[src/rtl/morse_tx_controller.sv]
// Morse keying sequencer: pops ASCII bytes from a first-word-fall-through FIFO and keys
// them as ITU Morse marks and gaps timed in multiples of UNIT_TICKS clock cycles.
module morse_tx_controller #(
    parameter int WORD_BITS  = 8,
    parameter int UNIT_TICKS = 6000000,
    parameter int CNT_BITS   = $clog2(4*UNIT_TICKS+1)
) (
    input  logic                 clk_i,
    input  logic                 reset_i,
    input  logic                 enable_i,
    input  logic                 fifo_empty_i,
    input  logic [WORD_BITS-1:0] fifo_data_i,
    output logic                 fifo_rd_o,
    output logic                 morse_o,
    output logic                 busy_o,
    output logic                 char_done_o,
    output logic                 unsupported_o,
    output logic [WORD_BITS-1:0] cur_char_o
);
    typedef enum logic [2:0] {
        IDLE       = 3'd0,
        LOAD       = 3'd1,
        MARK       = 3'd2,
        ELEM_GAP   = 3'd3,
        LETTER_GAP = 3'd4,
        WORD_GAP   = 3'd5
    } state_t;

    localparam logic [CNT_BITS-1:0] DOT_LAST  = CNT_BITS'(UNIT_TICKS - 1);
    localparam logic [CNT_BITS-1:0] DASH_LAST = CNT_BITS'(3*UNIT_TICKS - 1);
    localparam logic [CNT_BITS-1:0] WORD_LAST = CNT_BITS'(4*UNIT_TICKS - 1);

    // Returns {length[2:0], pattern[4:0]}; pattern is left-aligned (bit 4 = first element, 1 = dash).
    // A length of zero marks a byte with no Morse code.
    function automatic logic [7:0] morse_decode(input logic [7:0] ch);
        logic [7:0] up;
        logic [7:0] res;
        logic [3:0] d;
        res = 8'h00;
        d   = 4'h0;
        if (ch >= 8'h61 && ch <= 8'h7A) begin
            up = ch - 8'h20;
        end else begin
            up = ch;
        end
        if (up >= 8'h30 && up <= 8'h39) begin
            d = up[3:0];
            if (d <= 4'd5) begin
                res = {3'd5, 5'b11111 >> d};
            end else begin
                res = {3'd5, ~(5'b11111 >> (d - 4'd5))};
            end
        end else begin
            case (up)
                8'h41: res = {3'd2, 5'b01000};
                8'h42: res = {3'd4, 5'b10000};
                8'h43: res = {3'd4, 5'b10100};
                8'h44: res = {3'd3, 5'b10000};
                8'h45: res = {3'd1, 5'b00000};
                8'h46: res = {3'd4, 5'b00100};
                8'h47: res = {3'd3, 5'b11000};
                8'h48: res = {3'd4, 5'b00000};
                8'h49: res = {3'd2, 5'b00000};
                8'h4A: res = {3'd4, 5'b01110};
                8'h4B: res = {3'd3, 5'b10100};
                8'h4C: res = {3'd4, 5'b01000};
                8'h4D: res = {3'd2, 5'b11000};
                8'h4E: res = {3'd2, 5'b10000};
                8'h4F: res = {3'd3, 5'b11100};
                8'h50: res = {3'd4, 5'b01100};
                8'h51: res = {3'd4, 5'b11010};
                8'h52: res = {3'd3, 5'b01000};
                8'h53: res = {3'd3, 5'b00000};
                8'h54: res = {3'd1, 5'b10000};
                8'h55: res = {3'd3, 5'b00100};
                8'h56: res = {3'd4, 5'b00010};
                8'h57: res = {3'd3, 5'b01100};
                8'h58: res = {3'd4, 5'b10010};
                8'h59: res = {3'd4, 5'b10110};
                8'h5A: res = {3'd4, 5'b11000};
                default: res = 8'h00;
            endcase
        end
        return res;
    endfunction

    state_t                 state_r, state_next_s;
    logic [CNT_BITS-1:0]    timer_r, timer_next_s, mark_last_s;
    logic [2:0]             elem_r, elem_next_s, len_r;
    logic [4:0]             pat_r;
    logic [WORD_BITS-1:0]   char_r, cur_char_r;
    logic                   morse_r, busy_r, done_r, unsup_r;
    logic                   done_next_s, unsup_next_s, rd_s, ascii_ok_s, is_space_s;
    logic [7:0]             code_s;

    assign rd_s        = (state_r == IDLE) & enable_i & ~fifo_empty_i & ~reset_i;
    // Bytes wider than ASCII are only decoded when their upper bits are clear.
    assign ascii_ok_s  = (char_r == WORD_BITS'(char_r[7:0]));
    assign is_space_s  = ascii_ok_s && (char_r[7:0] == 8'h20);
    assign code_s      = morse_decode(char_r[7:0]);
    assign mark_last_s = pat_r[3'd4 - elem_r] ? DASH_LAST : DOT_LAST;

    // Next-state, timer and element-index logic.
    always_comb begin
        state_next_s = state_r;
        timer_next_s = timer_r + CNT_BITS'(1);
        elem_next_s  = elem_r;
        unsup_next_s = 1'b0;
        case (state_r)
            IDLE: begin
                timer_next_s = '0;
                elem_next_s  = 3'd0;
                if (rd_s) begin
                    state_next_s = LOAD;
                end else begin
                    state_next_s = IDLE;
                end
            end
            LOAD: begin
                timer_next_s = '0;
                elem_next_s  = 3'd0;
                if (is_space_s) begin
                    state_next_s = WORD_GAP;
                end else if (ascii_ok_s && code_s[7:5] != 3'd0) begin
                    state_next_s = MARK;
                end else begin
                    state_next_s = IDLE;
                    unsup_next_s = 1'b1;
                end
            end
            MARK: begin
                if (timer_r == mark_last_s) begin
                    timer_next_s = '0;
                    if (elem_r == len_r - 3'd1) begin
                        state_next_s = LETTER_GAP;
                    end else begin
                        state_next_s = ELEM_GAP;
                    end
                end else begin
                    state_next_s = MARK;
                end
            end
            ELEM_GAP: begin
                if (timer_r == DOT_LAST) begin
                    timer_next_s = '0;
                    elem_next_s  = elem_r + 3'd1;
                    state_next_s = MARK;
                end else begin
                    state_next_s = ELEM_GAP;
                end
            end
            LETTER_GAP: begin
                if (timer_r == DASH_LAST) begin
                    timer_next_s = '0;
                    state_next_s = IDLE;
                end else begin
                    state_next_s = LETTER_GAP;
                end
            end
            WORD_GAP: begin
                if (timer_r == WORD_LAST) begin
                    timer_next_s = '0;
                    state_next_s = IDLE;
                end else begin
                    state_next_s = WORD_GAP;
                end
            end
            default: begin
                timer_next_s = '0;
                elem_next_s  = 3'd0;
                state_next_s = IDLE;
            end
        endcase
        // Registered done must land on the final gap cycle, so look one cycle ahead.
        done_next_s = unsup_next_s
                    | ((state_next_s == LETTER_GAP) && (timer_next_s == DASH_LAST))
                    | ((state_next_s == WORD_GAP)   && (timer_next_s == WORD_LAST));
    end

    // State, timer, latched character/code and registered outputs.
    always_ff @(posedge clk_i) begin
        if (reset_i) begin
            state_r    <= IDLE;
            timer_r    <= '0;
            elem_r     <= 3'd0;
            len_r      <= 3'd0;
            pat_r      <= 5'd0;
            char_r     <= '0;
            cur_char_r <= '0;
            morse_r    <= 1'b0;
            busy_r     <= 1'b0;
            done_r     <= 1'b0;
            unsup_r    <= 1'b0;
        end else begin
            state_r <= state_next_s;
            timer_r <= timer_next_s;
            elem_r  <= elem_next_s;
            morse_r <= (state_next_s == MARK);
            busy_r  <= (state_next_s != IDLE);
            done_r  <= done_next_s;
            unsup_r <= unsup_next_s;
            if (rd_s) begin
                char_r     <= fifo_data_i;
                cur_char_r <= fifo_data_i;
            end
            if (state_r == LOAD) begin
                len_r <= code_s[7:5];
                pat_r <= code_s[4:0];
            end
        end
    end

    assign fifo_rd_o     = rd_s;
    assign morse_o       = morse_r;
    assign busy_o        = busy_r;
    assign char_done_o   = done_r;
    assign unsupported_o = unsup_r;
    assign cur_char_o    = cur_char_r;
endmodule
[config.mk]
export PLATFORM = sky130hd
export DESIGN_NAME = morse_tx_controller
export DESIGN_NICKNAME = d
export VERILOG_FILES = /design/src/rtl/morse_tx_controller.sv
export SDC_FILE = /design/constraint.sdc
export NUM_CORES = 1
export LEC_CHECK = 0
export ABC_CLOCK_PERIOD_IN_PS = 6300
export CORE_MARGIN = 10
export CORE_UTILIZATION = 46
export DETAILED_ROUTE_END_ITERATION = 6
export PLACE_DENSITY = 0.75
export RECOVER_POWER = 100
export SYNTH_ARGS = -nofsm -noshare
export SYNTH_HDL_FRONTEND = slang
export SYNTH_SLANG_ARGS = --single-unit
[constraint.sdc]
create_clock -name clk_i -period 6.3 [get_ports clk_i]
set_input_delay 0.945 -clock clk_i [delete_from_list [all_inputs] [get_ports clk_i]]
set_output_delay 0.945 -clock clk_i [all_outputs]
set_load 0.02 [all_outputs]
---- Word-level counts from Yosys, hierarchy flattened ----
Memories as Yosys holds them, arrays and structs flattened.
Cells that the tools add are included.
W data, S select, Z words.
storage, ports and cells
  bits in read-only memories .............. 896
  input port bits ......................... 12
  logic and storage cells ................. 86
  memories ................................ 1
  output and inout port bits .............. 13
  flip-flop bits (word level) ............. 51
memory list
  memory           depth  bits a word  read ports  clocked after Yosys merged registers in  write ports  line  source
  (no name shown)  128    7            1           0                                        0            54    case (up)
operators by class
  equality and inequality tests ........... 17
  add/subtract/negate cells ............... 6
  bitwise operators ....................... 9
  reductions and logical operators ........ 9
  multiplexer cells ....................... 26
  shifts and indexed selects .............. 2
  order comparisons ....................... 6
operators by type and width
  operator                 count
  $mux W25                 5
  $eq A25 B25 Y1 const B   4
  $pmux W25 S4             1
  $add A25 B1 Y25 const B  1
  $eq A25 B23 Y1 const B   1
  $eq A25 B25 Y1           1
  $mux W8                  3
  $mux W3                  6
  $pmux W3 S6              1
  $eq A3 B3 Y1 const B     4
  $shr A5 B4 Y5 const A    2
  $eq A3 B2 Y1 const B     3
  $eq A8 B6 Y1 const B     1
  $ge A8 B6 Y1 const B     1
  $ge A8 B7 Y1 const B     1
  $le A8 B6 Y1 const B     1
  $le A8 B7 Y1 const B     1
  $sub A8 B6 Y8 const B    1
  $mux W1                  6
  $pmux W3 S2              1
  $reduce_bool A3 Y1       2
  $mux W5                  1
  $not A5 Y5               1
  $le A4 B3 Y1 const B     1
  other kinds (17)         25

---- Logic depth before layout (Yosys ltp) ----
Gate-level depths: netlist of run 1.
  depth in word-level cells ............... 16
  mapped depth ............................ 11
  gate-level depth less buffers ........... 10

---- Least setup slack after synthesis of run 1 ----
OpenSTA, ideal clock, no wires.
  path type ............................... register to register
  start point ............................. register cur_char_o[1] (netlist name)
  end point ............................... register morse_r, in the netlist morse_o
  data arrival time ....................... 2,602 ps
  slack ................................... 3,620 ps
  required time ........................... 6,221 ps
  setup time .............................. 79 ps
  cell stages (with the launch flop) ...... 12
  buffers on the path ..................... 1
  clock period less this slack ............ 2,680 ps
  cells stage by stage .................... dfxtp_1 clkbuf_1 inv_1 ha_1 nor2b_1 a31oi_1 a32oi_1 a311oi_1 o21ai_1 a21oi_1 o21bai_1 nor3_1
RTL lines
  what                  line  source
  end signal, assigned  198   morse_r <= (state_next_s == MARK);
  end, declared         92    logic morse_r, busy_r, done_r, unsup_r;

---- Final worst setup path of run 1 ----
  start point ............................. input port reset_i
  end point ............................... output port fifo_rd_o
between the ends
  cells in the longest elaborated chain, start to end .. 2
ends and longest elaborated chain
  what             line  source
  start, declared  9     input logic reset_i,
  $not A1 Y1       96    assign rd_s = (state_r == IDLE) & enable_i & ~fifo_empty_i & ~reset_i;
  $and A1 B1 Y1    96
  end, declared    13    output logic fifo_rd_o,
Every way passes these cells.

==> results.ini, run 1 <==
[grt]
grt_use_met3 = 0.0234
top_usage_layer = met2
met1_usage = 0.171
grt_max_degree = 31
grt_antenna_before_repair = 0
met2_usage = 0.243
grt.overflow.total = 0
grt_pass1_wl_um = 13600
first_global_vias = 2879
grt_use_total = 0.140

[sta]
tns_ns = 0
worst_pin_slew_ns = 0.942
setup_violations = 0
post-route-period-util = 0.702
fin_crit_ns = 4.42
setup_slack_ns = 1.88
slew_viol_final = 0
rsz0062_at_grt = no
clock_skew_ns = 0.00969
hold_viol = 0
relSlewSlack = 0.371
max_freq_mhz = 226

[floorplanning]
start_util = 0.474
die_x_um = 107
core_region_area_sq_um = 7290
num_rows = 31
die-area_sq_um = 11400
fp.dieH_um = 107
io_pins = 25

[routing]
drt-vias-per-instance = 5.58
drc = 0
via_count = 3064
ant_nets = 0
wirelength_um = 7900
routedWlPerCell_um = 14.4
drtIter0Drc = 133
drtPass1Iterations = 4

[layout]
antenna_cells = 0
final_cells = 549
final_core_util = 0.519
nNetsFinal = 475
area_growth_pct = 9.44
most-common-layout-cells = dfxtp_1, nor2_1, nand2_1
final_common_cell = dfxtp_1
layout-drive-gt1-share = 0.0511
stdcell_area_sq_um = 3790

[worst_setup_path]
crit_type = input pin to output port
critPathCaptureType = output port
cp_slowest_stage_delay_ns = 1.10
reg2reg_depth = 7
reg2reg_slack_ns = 2.93
cpMaxStageDelayCell = dlygate4sd3_1
start_kind = input pin
reg2reg_to = timer_r[14]
critPathTopFamily = buffers and inverters
cp_common_cell = dlygate4sd3_1
cp-endpoint = fifo_rd_o
cp.required_ns = 5.35
crit_fanout = 25
worst_r2r_startpoint = timer_r[0]
path_cells = dlygate4sd3_1, nor4b_1, nand2_1, clkinv_1, dlygate4sd3_1
crit_start = reset_i
path_buf_inv = 3
worstPathArrival_ns = 3.48
cp.depth = 5

[synth]
synth_cells = 443
yosys.cell_types.count = 67
syn_nets = 469
async_flop_share = 0
ys_warn_count = 0
synthesis.area_sq_um = 3460
avgSynthCellArea_sq_um = 7.81
synth_edf_count = 0
ys.flop_type = dfxtp_1
synth.yosys.seq_area_share = 0.295
yosys_register_bits = 51

[hold_path]
hp-class = register to register
holdPathStages = 1

[clock_tree]
cts_tree = done
clk_path_buf_depth = 2
numCtsBuffers = 5
cts_num_sinks = 51
cts_resized = 0
cts_root_buffer = clkbuf_8
htreeDepth = 2
clkLatencyLatePin_ns = 0.31
cts_hold_buf = 0
path_clk_slew_ns = 0.09
post-cts-setup-buffer-count = 0

[placed_design]
place_ws_ns = 1.97
io_buffers = 24
hpwl_um = 6010
place_congestion = 0.909
dp_cells = 541
dpl_cell_area_sq_um = 3710

[pwr]
peakVddDrop_uv = 91.9
power.density_nw_per_um2 = 153
cellLeakagePower_nw = 1.25

[run]
drv_cap = 0

[run_status]
status = finished clean

worst register-to-register path, delay by kind of cell (launching register included):
kind	cells	cell delay, ns
flops	1	0.39
compound gates	2	0.97
simple gates	4	1.64
fa+ha+maj	1	0.24
where the power goes:
group	switching [mW]	leakage (nW)	internal [mW]
Combinational	0.0256	0.794	0.0226
Clock	0.117	0.0489	0.0806
Sequential	0.00736	0.412	0.326
cells by family (layout without fill, tap and decap cells):
family	Yosys count	count (layout)	synth area share
xor gates and xnor gates	32	32	0.0810
muxes	9	9	0.0336
and+or+nand+nor	202	202	0.316
AOI/OAI and AO/OA	85	85	0.161
adders and majority gates	15	15	0.0535
DFF	51	51	0.295
buffers and inverters	49	56	0.0597
state kept, by name, summed over array words and instances, names as in the netlist:
name / count
timer_r: 25
cur_char_o: 8
pat_r: 5
elem_r: 3
len_r: 3
state_r: 3
busy_o: 1
char_done_o: 1
morse_o: 1
unsupported_o: 1
metal layers:
layer,vias up,part of all wire
met5,-,0
met4,0,0.014
met3,11,0.039
met2,69,0.51
met1,1421,0.44
li1,1563,-
metrics by stage:
stage | hold WS [ns] | power [mW]
floorplan | 0.433 | 0.371
finish | 0.493 | 0.579
CTS | 0.487 | 0.584
detailed placement | 0.464 | 0.390
global placement | 0.449 | 0.389
global route | 0.521 | 0.603
cell usage after synthesis (all sizes together), types with 2 or more instances:
master	count	area, sq um
o221ai	3	26.3
a31o	2	17.5
nand2b	12	75.1
or3	3	18.8
o21a	2	15.0
or2	3	18.8
o21ai	23	119
nand3	18	95.1
o211ai	4	30.0
a21oi	24	120
nand4	7	65.1
nor3b	6	55.1
xnor2	21	184
nand2	43	161
nor2	48	180
mux2i	6	60.1
a311oi	4	35.0
buf	5	41.3
mux4	2	45.0
clkbuf	20	75.1
inv	23	86.3
o31a	2	17.5
ha	14	175
or4	5	41.3
a31oi	7	43.8
and3	2	12.5
nor4	10	75.1
xor2	11	96.3
dfxtp	51	1020
nor2b	12	75.1
nor3	20	116
a211oi	3	22.5
nand3b	2	15.0
and2	4	25.0
nor4b	3	26.3
how the worst min path moves through the flow:
stage,startpoint,to,slack (ns)
5_1_grt,timer_r[0],timer_r[0],0.52
4_1_cts,timer_r[0],timer_r[0],0.49
3_3_place_gp,timer_r[0],timer_r[0],0.45
6_report,timer_r[0],timer_r[0],0.49
3_5_place_dp,timer_r[0],timer_r[0],0.46
2_1_floorplan,timer_r[0],timer_r[0],0.43
area by class of cell:
class                           count  area, sq um
Multi-Input combinational cell    343         2220
Tap cell                           99          124
Clock buffer                        5         68.8
Clock inverter                      3         22.5
Sequential cell                    51         1020
Timing Repair Buffer               24          240
Inverter                           24         90.1
Fill cell                         728         3510
No activity file was read; power rests on OpenSTA's default activity.
==> inputs of run 2 (changes only) <==
--- a/config.mk
+++ b/config.mk
@@ -5,7 +5,7 @@
 export SDC_FILE = /design/constraint.sdc
 export NUM_CORES = 1
 export LEC_CHECK = 0
-export ABC_CLOCK_PERIOD_IN_PS = 6300
+export ABC_CLOCK_PERIOD_IN_PS = 4200
 export CORE_MARGIN = 10
 export CORE_UTILIZATION = 46
 export DETAILED_ROUTE_END_ITERATION = 6
==> constraint.sdc (replaced) <==
create_clock -name clk_i -period 4.2 [get_ports clk_i]
set_input_delay 0.63 -clock clk_i [delete_from_list [all_inputs] [get_ports clk_i]]
set_output_delay 0.63 -clock clk_i [all_outputs]
set_load 0.02 [all_outputs]
==> run 2 against run 1 <==
- clock power up 82%
- non-clock buffer count up 2
- sequential share of layout area down 0.32 points
- worst setup slack got worse by 1.0 ns
- die area unchanged
- clock skew decreased by 0.0049 ns
- flip-flop and latch count unchanged
- count of clock-buffer cells in the layout rose by 1
- first-iteration DRC count up 69%
- largest cell class unchanged
- largest power group unchanged
- highest routed layer unchanged
==> results.ini, run 2 (synthesized netlist as in run 1, its figures left out) <==
[sta]
hold_viol = 0
fin_crit_ns = 3.37
setup_violations = 0
clock_skew_ns = 0.00478
slew_viol_final = 0
relSlewSlack = 0.416
whs_ns = 0.486
tns_ns = 0
rsz0062_at_grt = no
post-route-period-util = 0.802
setup_slack_ns = 0.833
max_freq_mhz = 297
worst_pin_slew_ns = 0.875

[grt]
grt_use_total = 0.146
grt_pass1_wl_um = 14100
grt_max_degree = 26
first_global_vias = 2985
grt.overflow.total = 0
grt_antenna_before_repair = 0

[clock_tree]
path_clk_slew_ns = 0.09
clkLatencyLatePin_ns = 0.30
cts_hold_buf = 0
cts_num_sinks = 51
cts_resized = 0
numCtsBuffers = 5
cts_tree = done
cts_root_buffer = clkbuf_8
clk_path_buf_depth = 2
post-cts-setup-buffer-count = 0
htreeDepth = 2

[routing]
drt-vias-per-instance = 5.63
ant_nets = 0
drtPass1Iterations = 5
via_count = 3101
drtIter0Drc = 225
routedWlPerCell_um = 14.6
drc = 0
wirelength_um = 8070

[floorplanning]
num_rows = 31
start_util = 0.474
die-area_sq_um = 11400
core_region_area_sq_um = 7290
fp.dieH_um = 107
io_pins = 25
die_x_um = 107

[worst_setup_path]
cp.required_ns = 4.35
crit_type = register to register
worstPathArrival_ns = 3.52
crit_fanout = 25
critPathCaptureType = register
worst_r2r_startpoint = timer_r[0]
start_kind = register
reg2reg_slack_ns = 0.83
reg2reg_to = timer_r[14]
reg2reg_depth = 7

[hold_path]
hp-class = register to register
hp-start = timer_r[0]
holdPathStages = 1
min_delay_worst_endpoint = timer_r[0]

[layout]
area_growth_pct = 10.7
regArea_sq_um = 1020
antenna_cells = 0
fillers = 708
nNetsFinal = 477
multi_input_area_sq_um = 2220
layout-drive-gt1-share = 0.0553
regMostFlops = timer_r
final_common_cell = dfxtp_1
largest_reg_flops = 25
most-common-layout-cells = dfxtp_1, nor2_1, nand2_1

[pwr]
p_seq_frac = 0.534
switchingPower_mw = 0.213
cellLeakagePower_nw = 1.28
combPwrFrac = 0.081
p_int_mw = 0.719
peakVddDrop_uv = 157
p_clk_frac = 0.385
swShare = 0.228
power.density_nw_per_um2 = 243

[run]
drv_cap = 0

[placed_design]
io_buffers = 24
place_congestion = 0.933
place_ws_ns = 1.07
hpwl_um = 6170

[run_status]
status = finished clean

==> run 2: cell types whose count changed in the layout (fill, tap and decap cells not counted) <==
cell,previous run,this run
bufinv_16,0,1
buf_4,0,2
inv_6,2,1
clkbuf_8,5,6
clkinv_2,1,0
==> run 2: layer usage <==
metal  vias to the layer above  global-route usage  wire (um)  part of all wire
li1                       1570                   -          -                 -
met1                      1443               0.175       3540              0.44
met2                        77               0.259       4060              0.50
met3                        11              0.0222        323             0.040
met4                         0              0.0474        141             0.017
met5                         -                   0          0                 0
==> run 2: critical path, cell delays in order, from the launching register on <==
cell and delay [ns]:
dfxtp_1 0.39, ha_1 0.22, nand4_1 0.62, or4_1 0.68, nor3_1 0.21, a221o_1 0.21, a31o_1 0.73, nor3_1 0.15
==> run 2: area by class of cell <==
type | instances | share of cell area
clock buffer | 6 | 0.0216
timing repair buffer | 26 | 0.0666
inverter | 24 | 0.0235
clock inverter | 2 | 0.0101
multi-input combinational | 343 | 0.579
tap | 99 | 0.0323
sequential | 51 | 0.266
==> run 2: worst max path at each step <==
stage,from,to,slack [ns],cells after the start
3_3_place_gp,fifo_empty_i,fifo_rd_o,1.13,5
6_report,timer_r[0],timer_r[14],0.83,7
3_5_place_dp,fifo_empty_i,fifo_rd_o,1.07,5
2_1_floorplan,cur_char_o[1],morse_o,1.52,11
4_1_cts,enable_i,fifo_rd_o,1.07,5
5_1_grt,timer_r[0],timer_r[13],0.52,7
==> run 2: per-stage QoR <==
stage / instance area [sq um] / power (mW) / utilization / cells
floorplan: 3460 / 0.556 / - / 443
global placement: 3720 / 0.585 / 0.510 / 543
detailed placement: 3720 / 0.586 / 0.510 / 543
CTS: 3840 / 0.944 / 0.527 / 551
global route: 3830 / 0.974 / 0.525 / 551
finish: 3830 / 0.932 / 0.525 / 551
==> run 2: power by group through the flow <==
stage	Sequential [mW]	Clock (mW)	Combinational, mW
final	0.498	0.359	0.0750
after global placement	0.509	0	0.0757
after floorplan	0.508	0	0.0478
after global routing	0.500	0.390	0.0843
after detailed placement	0.509	0	0.0767
after CTS	0.498	0.369	0.0769
==> inputs of run 3 (changes only) <==
--- a/config.mk
+++ b/config.mk
@@ -5,7 +5,7 @@
 export SDC_FILE = /design/constraint.sdc
 export NUM_CORES = 1
 export LEC_CHECK = 0
-export ABC_CLOCK_PERIOD_IN_PS = 4200
+export ABC_CLOCK_PERIOD_IN_PS = 3400
 export CORE_MARGIN = 10
 export CORE_UTILIZATION = 46
 export DETAILED_ROUTE_END_ITERATION = 6
==> constraint.sdc (replaced) <==
create_clock -name clk_i -period 3.4 [get_ports clk_i]
set_input_delay 0.51 -clock clk_i [delete_from_list [all_inputs] [get_ports clk_i]]
set_output_delay 0.51 -clock clk_i [all_outputs]
set_load 0.02 [all_outputs]
==> run 3 against run 2 <==
- largest power group unchanged
- clock power increased by 13%
- sequential share of layout area shrank 0.052 points
- flip-flop and latch count stayed put
- wire length increased by 3.2%
- highest routed layer unchanged
- sequential power up 23%
- fmax rose by 15%
- first-iteration DRC count shrank 34%
- worst setup slack got worse by 0.36 ns
- count of clock-buffer cells in the layout unchanged
- die area stayed put
- via count increased by 2.2%
==> results.ini, run 3 (synthesized netlist as in run 1, its figures left out) <==
[floorplanning]
io_pins = 25
num_rows = 31
start_util = 0.474
fp.dieH_um = 107
core_region_area_sq_um = 7290
die-area_sq_um = 11400
die_x_um = 107

[layout]
antenna_cells = 0
final_common_cell = dfxtp_1
most-common-layout-cells = dfxtp_1, nor2_1, nand2_1
nNetsFinal = 481
fillers = 736
area_growth_pct = 11.0
regArea_sq_um = 1020
layout-drive-gt1-share = 0.0571
largest_reg_flops = 25
regMostFlops = timer_r
multi_input_area_sq_um = 2220

[grt]
grt_use_total = 0.149
first_global_vias = 2998
grt_antenna_before_repair = 0
top_usage_layer = met2
met1_usage = 0.177
grt_pass1_wl_um = 14500
grt.overflow.total = 0
met2_usage = 0.265
grt_max_degree = 30
grt_use_met3 = 0.0222

[sta]
rsz0062_at_grt = no
max_freq_mhz = 341
tns_ns = 0
slew_viol_final = 0
worst_pin_slew_ns = 0.902
post-route-period-util = 0.862
setup_slack_ns = 0.468
fin_crit_ns = 2.93
setup_violations = 0
clock_skew_ns = 0.0119
relSlewSlack = 0.399
hold_viol = 0

[run]
drv_cap = 0

[pwr]
power.density_nw_per_um2 = 291
peakVddDrop_uv = 175
cellLeakagePower_nw = 1.28

[clock_tree]
clk_path_buf_depth = 2
cts_hold_buf = 0
cts_resized = 0
path_clk_slew_ns = 0.09
cts_tree = done
cts_root_buffer = clkbuf_8
htreeDepth = 2
numCtsBuffers = 5
clkLatencyLatePin_ns = 0.30
post-cts-setup-buffer-count = 0
cts_num_sinks = 51

[worst_setup_path]
cp.required_ns = 3.62
crit_fanout = 15
reg2reg_slack_ns = 0.47
start_kind = register
critPathCaptureType = register
crit_type = register to register
worstPathArrival_ns = 3.15

[routing]
routedWlPerCell_um = 15.0
wirelength_um = 8330
ant_nets = 0
drc = 0
via_count = 3170
drtPass1Iterations = 5
drt-vias-per-instance = 5.72
drtIter0Drc = 148

[placed_design]
hpwl_um = 6350
place_congestion = 0.951
place_ws_ns = 0.537
io_buffers = 24

[run_status]
status = finished clean

[hold_path]
hp-class = register to register

[run 3: cell count changes in the layout (fill, tap and decap cells not counted)]
cell      before  now
buf_4          2    5
o21ai_0       20   19
clkbuf_8       6    5
o21ai_1        2    3
inv_6          1    0
clkbuf_1       0    2
[run 3: power breakdown]
part	switching (mW)	internal (mW)
clock network	0.189	0.216
logic	0.0543	0.0437
registers	0.00870	0.604
total	0.252	0.863
[run 3: final cells by class]
type,instances,share of cell area
clock buffers,6,0.0189
flip-flops and latches,51,0.266
clock inverters,1,0.00782
well taps,99,0.0323
inverters,24,0.0235
repair buffers,30,0.0733
multi-input cells,343,0.578
[run 3: path summary, 6_finish.rpt]
| path | startpoint | endpoint | cells past startpoint |
|---|---|---|---|
| hold / removal | timer_r[0] | timer_r[0] | 1 |
| setup reg to reg | cur_char_o[1] | morse_o | 10 |
| setup / recovery | cur_char_o[1] | morse_o | 10 |
| hold reg to reg | timer_r[0] | timer_r[0] | 1 |
[run 3: metrics by stage]
stage | instances | util | total power, mW | instance area [sq um] | hold WS (ns)
3_5_place_dp | 547 | 0.515 | 0.726 | 3750 | 0.484
5_1_grt | 554 | 0.526 | 1.16 | 3840 | 0.524
4_1_cts | 554 | 0.529 | 1.13 | 3850 | 0.505
2_1_floorplan | 443 | - | 0.687 | 3460 | 0.433
6_report | 554 | 0.526 | 1.12 | 3840 | 0.494
3_3_place_gp | 547 | 0.515 | 0.726 | 3750 | 0.456
[run 3: worst max-delay path: stages (launching register included)]
cell and delay [ns]:
dfxtp_1 0.62, inv_1 0.19, ha_1 0.28, nor2b_1 0.17, a31oi_1 0.25, a32oi_1 0.13, a311oi_1 0.54, o21ai_1 0.18
a21oi_1 0.19, o21bai_1 0.12, nor3_1 0.18
[run 3: routing by layer]
metal	vias to the layer above	share of wire
li1	1577	-
met1	1517	0.42
met2	63	0.52
met3	13	0.033
met4	0	0.025
met5	-	0
